--- src/rtl/hgcal_fc_counter_readout_pkg.sv ---
// Shared definitions for the fast-command counter readout block:
// FSM encoding, the invalid-read marker and the status-word layout.
package hgcal_fc_counter_readout_pkg;

  typedef enum logic [2:0] {
    ST_IDLE      = 3'd0,
    ST_SNAP      = 3'd1,
    ST_CLEAR     = 3'd2,
    ST_READ      = 3'd3,
    ST_WAIT_DROP = 3'd4
  } state_e;

  localparam logic [31:0] INVALID_RD_DATA      = 32'hDEAD_BEEF;
  localparam int          STATUS_PEND_CLR_BIT  = 31;
  localparam int          STATUS_PEND_SNAP_BIT = 30;
  localparam int          SNAP_COUNT_W         = 16;

  // The status word sits immediately above the last counter address.
  function automatic logic [3:0] status_addr(input int ncounters);
    return 4'(ncounters);
  endfunction

  function automatic logic [31:0] status_word(input logic pend_clr,
                                              input logic pend_snap,
                                              input logic [SNAP_COUNT_W-1:0] snap_cnt);
    logic [31:0] w;
    w = '0;
    w[STATUS_PEND_CLR_BIT]    = pend_clr;
    w[STATUS_PEND_SNAP_BIT]   = pend_snap;
    w[SNAP_COUNT_W-1:0]       = snap_cnt;
    return w;
  endfunction

endpackage

--- src/rtl/hgcal_fc_counter_readout_if.sv ---
// Read bus between a slow-control master and the counter readout block.
interface hgcal_fc_counter_readout_if;
  logic        rd_strobe;
  logic [3:0]  rd_addr;
  logic [31:0] rd_data;
  logic        rd_ack;
  logic        rd_err;

  modport slave  (input  rd_strobe, rd_addr, output rd_data, rd_ack, rd_err);
  modport master (output rd_strobe, rd_addr, input  rd_data, rd_ack, rd_err);
endinterface

--- src/rtl/hgcal_fc_readout_shadow.sv ---
// Shadow register bank loaded in one shot on snapshot, plus the read address mux
// (shadow / status word / invalid marker with error flag).
module hgcal_fc_readout_shadow
  import hgcal_fc_counter_readout_pkg::*;
#(
  parameter int NCOUNTERS = 8
) (
  input  logic                    clk_io,
  input  logic                    rst_n,
  input  logic                    snap_load_i,
  input  logic [NCOUNTERS*32-1:0] counters_i,
  input  logic [3:0]              addr_i,
  input  logic [31:0]             status_i,
  output logic [31:0]             data_o,
  output logic                    err_o
);

  logic [31:0] shadow_q [NCOUNTERS];

  always_ff @(posedge clk_io or negedge rst_n) begin
    if (!rst_n) begin
      for (int i = 0; i < NCOUNTERS; i++) shadow_q[i] <= '0;
    end else if (snap_load_i) begin
      for (int i = 0; i < NCOUNTERS; i++) shadow_q[i] <= counters_i[32*i +: 32];
    end
  end

  always_comb begin
    data_o = INVALID_RD_DATA;
    err_o  = 1'b1;
    if (addr_i == status_addr(NCOUNTERS)) begin
      data_o = status_i;
      err_o  = 1'b0;
    end
    for (int i = 0; i < NCOUNTERS; i++) begin
      if (addr_i == 4'(i)) begin
        data_o = shadow_q[i];
        err_o  = 1'b0;
      end
    end
  end

endmodule

--- src/rtl/hgcal_fc_counter_readout.sv ---
// Snapshot/clear/readout controller for up to 15 live 32-bit counters.
// Pending snap/clear requests are sticky and serviced from IDLE, snapshot first.
module hgcal_fc_counter_readout
  import hgcal_fc_counter_readout_pkg::*;
#(
  parameter int NCOUNTERS    = 8,
  parameter int CLEAR_CYCLES = 4
) (
  input  logic                      clk_io,
  input  logic                      reset_n,
  input  logic [NCOUNTERS*32-1:0]   counters_in,
  input  logic                      snap_req,
  input  logic                      clear_req,
  hgcal_fc_counter_readout_if.slave rd_if,
  output logic                      counter_reset,
  output logic                      busy
);

  // Reset asserts asynchronously, releases two clock edges later.
  logic [1:0] rst_sync_q;
  logic       rst_n;

  always_ff @(posedge clk_io or negedge reset_n) begin
    if (!reset_n) rst_sync_q <= '0;
    else          rst_sync_q <= {rst_sync_q[0], 1'b1};
  end
  assign rst_n = rst_sync_q[1];

  state_e                  state_q, state_d;
  logic                    pend_snap_q, pend_snap_d;
  logic                    pend_clr_q, pend_clr_d;
  logic [SNAP_COUNT_W-1:0] snap_cnt_q, snap_cnt_d;
  logic [7:0]              clr_cnt_q, clr_cnt_d;
  logic [3:0]              addr_q, addr_d;
  logic                    take_snap, take_clr, snap_load;
  logic [31:0]             mux_data;
  logic                    mux_err;

  always_ff @(posedge clk_io or negedge rst_n) begin
    if (!rst_n) begin
      state_q     <= ST_IDLE;
      pend_snap_q <= 1'b0;
      pend_clr_q  <= 1'b0;
      snap_cnt_q  <= '0;
      clr_cnt_q   <= '0;
      addr_q      <= '0;
    end else begin
      state_q     <= state_d;
      pend_snap_q <= pend_snap_d;
      pend_clr_q  <= pend_clr_d;
      snap_cnt_q  <= snap_cnt_d;
      clr_cnt_q   <= clr_cnt_d;
      addr_q      <= addr_d;
    end
  end

  always_comb begin
    state_d    = state_q;
    snap_cnt_d = snap_cnt_q;
    clr_cnt_d  = clr_cnt_q;
    addr_d     = addr_q;
    take_snap  = 1'b0;
    take_clr   = 1'b0;
    snap_load  = 1'b0;
    case (state_q)
      ST_IDLE: begin
        if (pend_snap_q) begin
          state_d   = ST_SNAP;
          take_snap = 1'b1;
        end else if (pend_clr_q) begin
          state_d   = ST_CLEAR;
          take_clr  = 1'b1;
          clr_cnt_d = '0;
        end else if (rd_if.rd_strobe) begin
          state_d = ST_READ;
          addr_d  = rd_if.rd_addr;
        end
      end
      ST_SNAP: begin
        snap_load  = 1'b1;
        snap_cnt_d = snap_cnt_q + 16'd1;
        state_d    = ST_IDLE;
      end
      ST_CLEAR: begin
        if (clr_cnt_q == 8'(CLEAR_CYCLES - 1)) state_d = ST_IDLE;
        else                                   clr_cnt_d = clr_cnt_q + 8'd1;
      end
      ST_READ:      state_d = ST_WAIT_DROP;
      ST_WAIT_DROP: if (!rd_if.rd_strobe) state_d = ST_IDLE;
      default:      state_d = ST_IDLE;
    endcase
    // A pulse arriving while its flag is already set is simply absorbed.
    pend_snap_d = snap_req  | (pend_snap_q & ~take_snap);
    pend_clr_d  = clear_req | (pend_clr_q  & ~take_clr);
  end

  hgcal_fc_readout_shadow #(
    .NCOUNTERS (NCOUNTERS)
  ) u_shadow (
    .clk_io      (clk_io),
    .rst_n       (rst_n),
    .snap_load_i (snap_load),
    .counters_i  (counters_in),
    .addr_i      (addr_q),
    .status_i    (status_word(pend_clr_q, pend_snap_q, snap_cnt_q)),
    .data_o      (mux_data),
    .err_o       (mux_err)
  );

  assign counter_reset  = (state_q == ST_CLEAR);
  assign busy           = (state_q != ST_IDLE);
  assign rd_if.rd_ack   = (state_q == ST_READ);
  assign rd_if.rd_data  = rd_if.rd_ack ? mux_data : 32'd0;
  assign rd_if.rd_err   = rd_if.rd_ack & mux_err;

endmodule

--- src/flat_wrapper.sv ---
// flat-port wrapper written by rule: the top's interface ports become plain ports
module hgcal_fc_counter_readout_flat import hgcal_fc_counter_readout_pkg::*;
#(
  parameter int NCOUNTERS    = 8,
  parameter int CLEAR_CYCLES = 4
)
  (clk_io, reset_n, counters_in, snap_req, clear_req, counter_reset, busy, rd_if_rd_strobe, rd_if_rd_addr, rd_if_rd_data, rd_if_rd_ack, rd_if_rd_err);
  hgcal_fc_counter_readout_if rd_if_i ();
  input  logic clk_io;
  input  logic reset_n;
  input  logic [NCOUNTERS*32-1:0] counters_in;
  input  logic snap_req;
  input  logic clear_req;
  output logic counter_reset;
  output logic busy;
  input wire logic [$bits(rd_if_i.rd_strobe)-1:0] rd_if_rd_strobe;
  input wire logic [$bits(rd_if_i.rd_addr)-1:0] rd_if_rd_addr;
  output wire logic [$bits(rd_if_i.rd_data)-1:0] rd_if_rd_data;
  output wire logic [$bits(rd_if_i.rd_ack)-1:0] rd_if_rd_ack;
  output wire logic [$bits(rd_if_i.rd_err)-1:0] rd_if_rd_err;
  assign rd_if_i.rd_strobe = rd_if_rd_strobe;
  assign rd_if_i.rd_addr = rd_if_rd_addr;
  assign rd_if_rd_data = rd_if_i.rd_data;
  assign rd_if_rd_ack = rd_if_i.rd_ack;
  assign rd_if_rd_err = rd_if_i.rd_err;
  hgcal_fc_counter_readout #(.NCOUNTERS(NCOUNTERS), .CLEAR_CYCLES(CLEAR_CYCLES)) u_core (.clk_io(clk_io), .reset_n(reset_n), .counters_in(counters_in), .snap_req(snap_req), .clear_req(clear_req), .rd_if(rd_if_i), .counter_reset(counter_reset), .busy(busy));
endmodule
--- config.mk ---
export PLATFORM = sky130hd
export DESIGN_NAME = hgcal_fc_counter_readout_flat
export DESIGN_NICKNAME = d
export VERILOG_FILES = /design/src/rtl/hgcal_fc_counter_readout_pkg.sv /design/src/rtl/hgcal_fc_counter_readout_if.sv /design/src/rtl/hgcal_fc_readout_shadow.sv /design/src/rtl/hgcal_fc_counter_readout.sv /design/src/flat_wrapper.sv
export SDC_FILE = /design/constraint.sdc
export NUM_CORES = 1
export LEC_CHECK = 0
export CAP_MARGIN = 10
export CORE_AREA = 2 2 188 190
export DETAILED_ROUTE_END_ITERATION = 6
export DIE_AREA = 0 0 190 192
export PLACE_DENSITY = 0.62
export SLEW_MARGIN = 20
export SYNTH_ARGS = -nofsm -noshare
export SYNTH_HDL_FRONTEND = slang
export SYNTH_SLANG_ARGS = --single-unit
--- constraint.sdc ---
create_clock -name clk_io -period 19.5 [get_ports clk_io]
set_input_delay 2.925 -clock clk_io [delete_from_list [all_inputs] [get_ports clk_io]]
set_output_delay 2.925 -clock clk_io [all_outputs]
set_load 0.02 [all_outputs]
==> impl_results.md <==
- Cell Area, Synth: about 14000 sq um
- Die X: 190 microns
- CTS tree: yes
- Logic pwr share: 0.386
- Delay-heaviest family, CP: buffers and inverters
- Slowest-stage cell, CP: nor3b_2
- Drt drc: 0
- Clk pwr share: 0.230
- Final min period: slightly below 7000 ps
- Total Power: roughly 2.8 mW
- Post-route insts no fill: around 2300
- Via density: just over 5
- Total iterations of the first detailed-routing run: 5
- Number of max-cap violations: 0
- Post-CTS Hold Buffers: 0
- Number of global-route vias before repair: 12047
- Max Clk Rate: ~140 MHz
- DR WL/cell: about 20 microns
- Worst Skew: around 16 ps
- GRT overflow: 0
- Clk_lat worst skew: between 500 and 600 ps
- Initial antenna violation count: 3
- Leak: 8.58 nW
- Max stage delay on crit path: approximately 950 ps
- Seq cells post-synth: slightly below 300
- Final Max Slew Viols: 0
- Psw: 1.10 mW
- Post-Syn Area per Cell: between 8 and 9 sq um
- Final setup viols: 0
- Post-CTS repair timing setup buffer count: 0
- Least-Margin Pin Slew: between 1000 and 1500 ps
- Switching Fraction: 0.395
- Synth Net Count: roughly 1900
- Power per cell area: between 150 and 200 nW/um^2
- Area Overhead vs Synth: 32.6%
- Worst setup margin: 12580 ps
- Post-synthesis sequential area ratio: 0.535
- I/O pin total: 301
- Primary FF master, synth: dfrtp_1
- CTS clock-pin slew for the worst setup and hold paths: around 60 ps
- Hold Path Class: register to register
- Input/output buffers: 300
- Synth warn: 0
- CP Data Required Time: around 17000 ps
- Post-cts resize count: 0
- Post-layout nets: 2106
- Core region area: roughly 34000 sq um
- Critical path buffer and inverter count: 2
- Total number of vias: 12000
- Multi-input logic area: ~5900 sq um
- Fillers: ~3200
- Area post-placement: 16900 sq um
- Final WL: between 40 and 50 mm
- CP Cell Sequence: buf_4, nor3b_2, o2bb2ai_1, a211oi_1, a22o_1, clkdlybuf4s50_1
- Synthesized instance count: 1584
- TritonCTS Buffers: 35
- Unrepaired setup endpoints after global routing: false
- Number of distinct library cells after synthesis: 63
- VDD IR max: 0.000102 V
- Endpoints failing hold: 0
- Share of layout cells above drive strength 1: 0.0602
- Starting DRT DRC Count: about 940
- Setup TNS: 0 ps
- Clk buf depth: 3
- Final antenna-violating net count: 0
- Crit path max fanout: 59
- Area of the die: 36500 sq um
- Fin crit share: 0.355
- Outcome: finished, final reports clean
- GPL Wtd Cong: between 0.8 and 0.9
- CP Launch Type: register
- WS Path Type: register to output port
- Number of synthesized flops with an enable pin: 0
- Die Y-Extent: 192 microns
- Clk sinks: a little under 300
- Worst Setup End Kind: output port
- First-pass GRT wire length: around 69 mm
- Initial Util: 0.397
- All-layer global routing usage: 0.247
- Row Count: 68
- DP Wirelength: between 30 and 40 mm
- Largest net degree at the start of global routing: 101
- Slew HR: 0.284
- Post-Layout Inst Area: between 15000 and 20000 sq um
- Worst EP arrival: 4000 ps
- Register area: 7290 sq um
- Post-synth ARST share: 1.00
- CTS HTree Levels: 2
- Worst slack, placed: around 13000 ps
- Reg power frac: 0.384
- Clock root buffer master: clkbuf_16
- Internal cell power: around 1.7 mW
- Placed Instances: approximately 2300
-- flip-flops by register name, indices dropped and copies added, names as in the netlist --
register                  cells
u_core.pend_snap_q            1
u_core.state_q                3
u_core.clr_cnt_q              8
u_core.pend_clr_q             1
u_core.u_shadow.shadow_q    256
u_core.snap_cnt_q            16
u_core.rst_sync_q             2
u_core.addr_q                 4
-- worst register-to-register path, cell delays in order (launching register included) --
cell and delay, ps:
dfrtp_1 460, nor3b_4 210, buf_4 700, buf_4 880
nand2_1 270, nand2_1 100
-- power groups by stage --
stage | clock network, mW | logic, mW | registers [mW]
finish | 0.642 | 1.08 | 1.07
global route | 0.676 | 1.21 | 1.10
CTS | 0.653 | 1.08 | 1.07
detailed placement | 0 | 1.08 | 1.07
global placement | 0 | 1.06 | 1.07
floorplan | 0 | 0.765 | 1.01
-- logic make-up after synthesis --
family,after synthesis,synth area share
muxes,57,0.0528
xor gates and xnor gates,19,0.0122
AOI/OAI and AO/OA,154,0.0769
DFF,291,0.535
other,1,0.000276
and+or+nand+nor,955,0.287
adders and majority gates,2,0.00184
buffers and inverters,105,0.0330
-- layout by cell type, fill, tap and decap left out, drive strengths merged, types with 20 or more instances in the layout --
| cell type | instances |
|---|---|
| a21oi | 34 |
| dfrtp | 291 |
| a22o | 20 |
| mux2i | 29 |
| nor2b | 22 |
| o21ai | 21 |
| clkbuf | 53 |
| nand2 | 810 |
| o22ai | 20 |
| clkdlybuf4s50 | 300 |
| nor2 | 42 |
-- area by class of cell --
| cell class | instances | share of cell area |
|---|---|---|
| timing repair buffer | 313 | 0.172 |
| antenna | 3 | 0.000416 |
| multi-input combinational | 1188 | 0.327 |
| clock inverter | 7 | 0.00333 |
| sequential | 291 | 0.404 |
| clock buffer | 53 | 0.0597 |
| tap | 455 | 0.0316 |
| inverter | 10 | 0.00208 |
-- Yosys cell counts (all sizes together), types with 3 or more instances --
library cell / instances / area share
o22ai: 20 / 0.0092
a2111oi: 3 / 0.0019
xnor2: 10 / 0.0064
mux4: 10 / 0.017
nand4: 5 / 0.0023
o21ai: 21 / 0.0077
xor2: 9 / 0.0058
mux2i: 29 / 0.021
a22o: 20 / 0.013
buf: 25 / 0.011
inv: 10 / 0.0028
nand3: 13 / 0.0048
a21oi: 34 / 0.013
o221ai: 6 / 0.0039
nor3b: 4 / 0.0026
nor2: 42 / 0.012
nand3b: 5 / 0.0028
dfrtp: 291 / 0.54
mux2: 18 / 0.015
o211ai: 10 / 0.0055
o22a: 9 / 0.0058
or3: 6 / 0.0028
nand2: 810 / 0.22
nor4: 7 / 0.0054
nand2b: 4 / 0.0018
nor2b: 22 / 0.010
clkbuf: 70 / 0.019
nor4b: 4 / 0.0030
nor3: 18 / 0.0070
a211oi: 18 / 0.0099
-- metrics by stage --
step | hold WS (ps) | utilization
floorplan | 331 | -
global placement | 334 | 0.493
detailed placement | 337 | 0.493
CTS | 350 | 0.526
global route | 356 | 0.526
finish | 347 | 0.526
-- layer usage --
layer  share of wire  global-route usage  vias up  wire length (microns)
met3           0.073              0.0486       68                   3310
met1            0.44               0.348     5858                  20000
met5               0                   0        -                      0
met2            0.46               0.385      419                  20600
li1                -                   -     5655                      -
met4           0.027              0.0763        0                   1220
-- path summary, 6_finish.rpt --
| kind | startpoint | to | slack (ps) | depth (start not counted) |
|---|---|---|---|---|
| setup / recovery | u_core.addr_q[1]$_DFFE_PN0P_ | rd_if_rd_data[13] | 12580 | 6 |
| hold / removal | u_core.rst_sync_q[0]$_DFF_PN0_ | u_core.rst_sync_q[1]$_DFF_PN0_ | 350 | 0 |
| setup reg to reg | u_core.state_q[2]$_DFFE_PN0P_ | u_core.u_shadow.shadow_q[126]$_DFFE_PN0N_ | 16820 | 5 |
| hold reg to reg | u_core.rst_sync_q[0]$_DFF_PN0_ | u_core.rst_sync_q[1]$_DFF_PN0_ | 350 | 0 |
| max in group asynchronous | reset_n | u_core.rst_sync_q[1]$_DFF_PN0_ | 16770 | 1 |
| min in group asynchronous | u_core.rst_sync_q[1]$_DFF_PN0_ | u_core.u_shadow.shadow_q[108]$_DFFE_PN0N_ | 460 | 0 |
No activity file was read; power rests on OpenSTA's default activity.
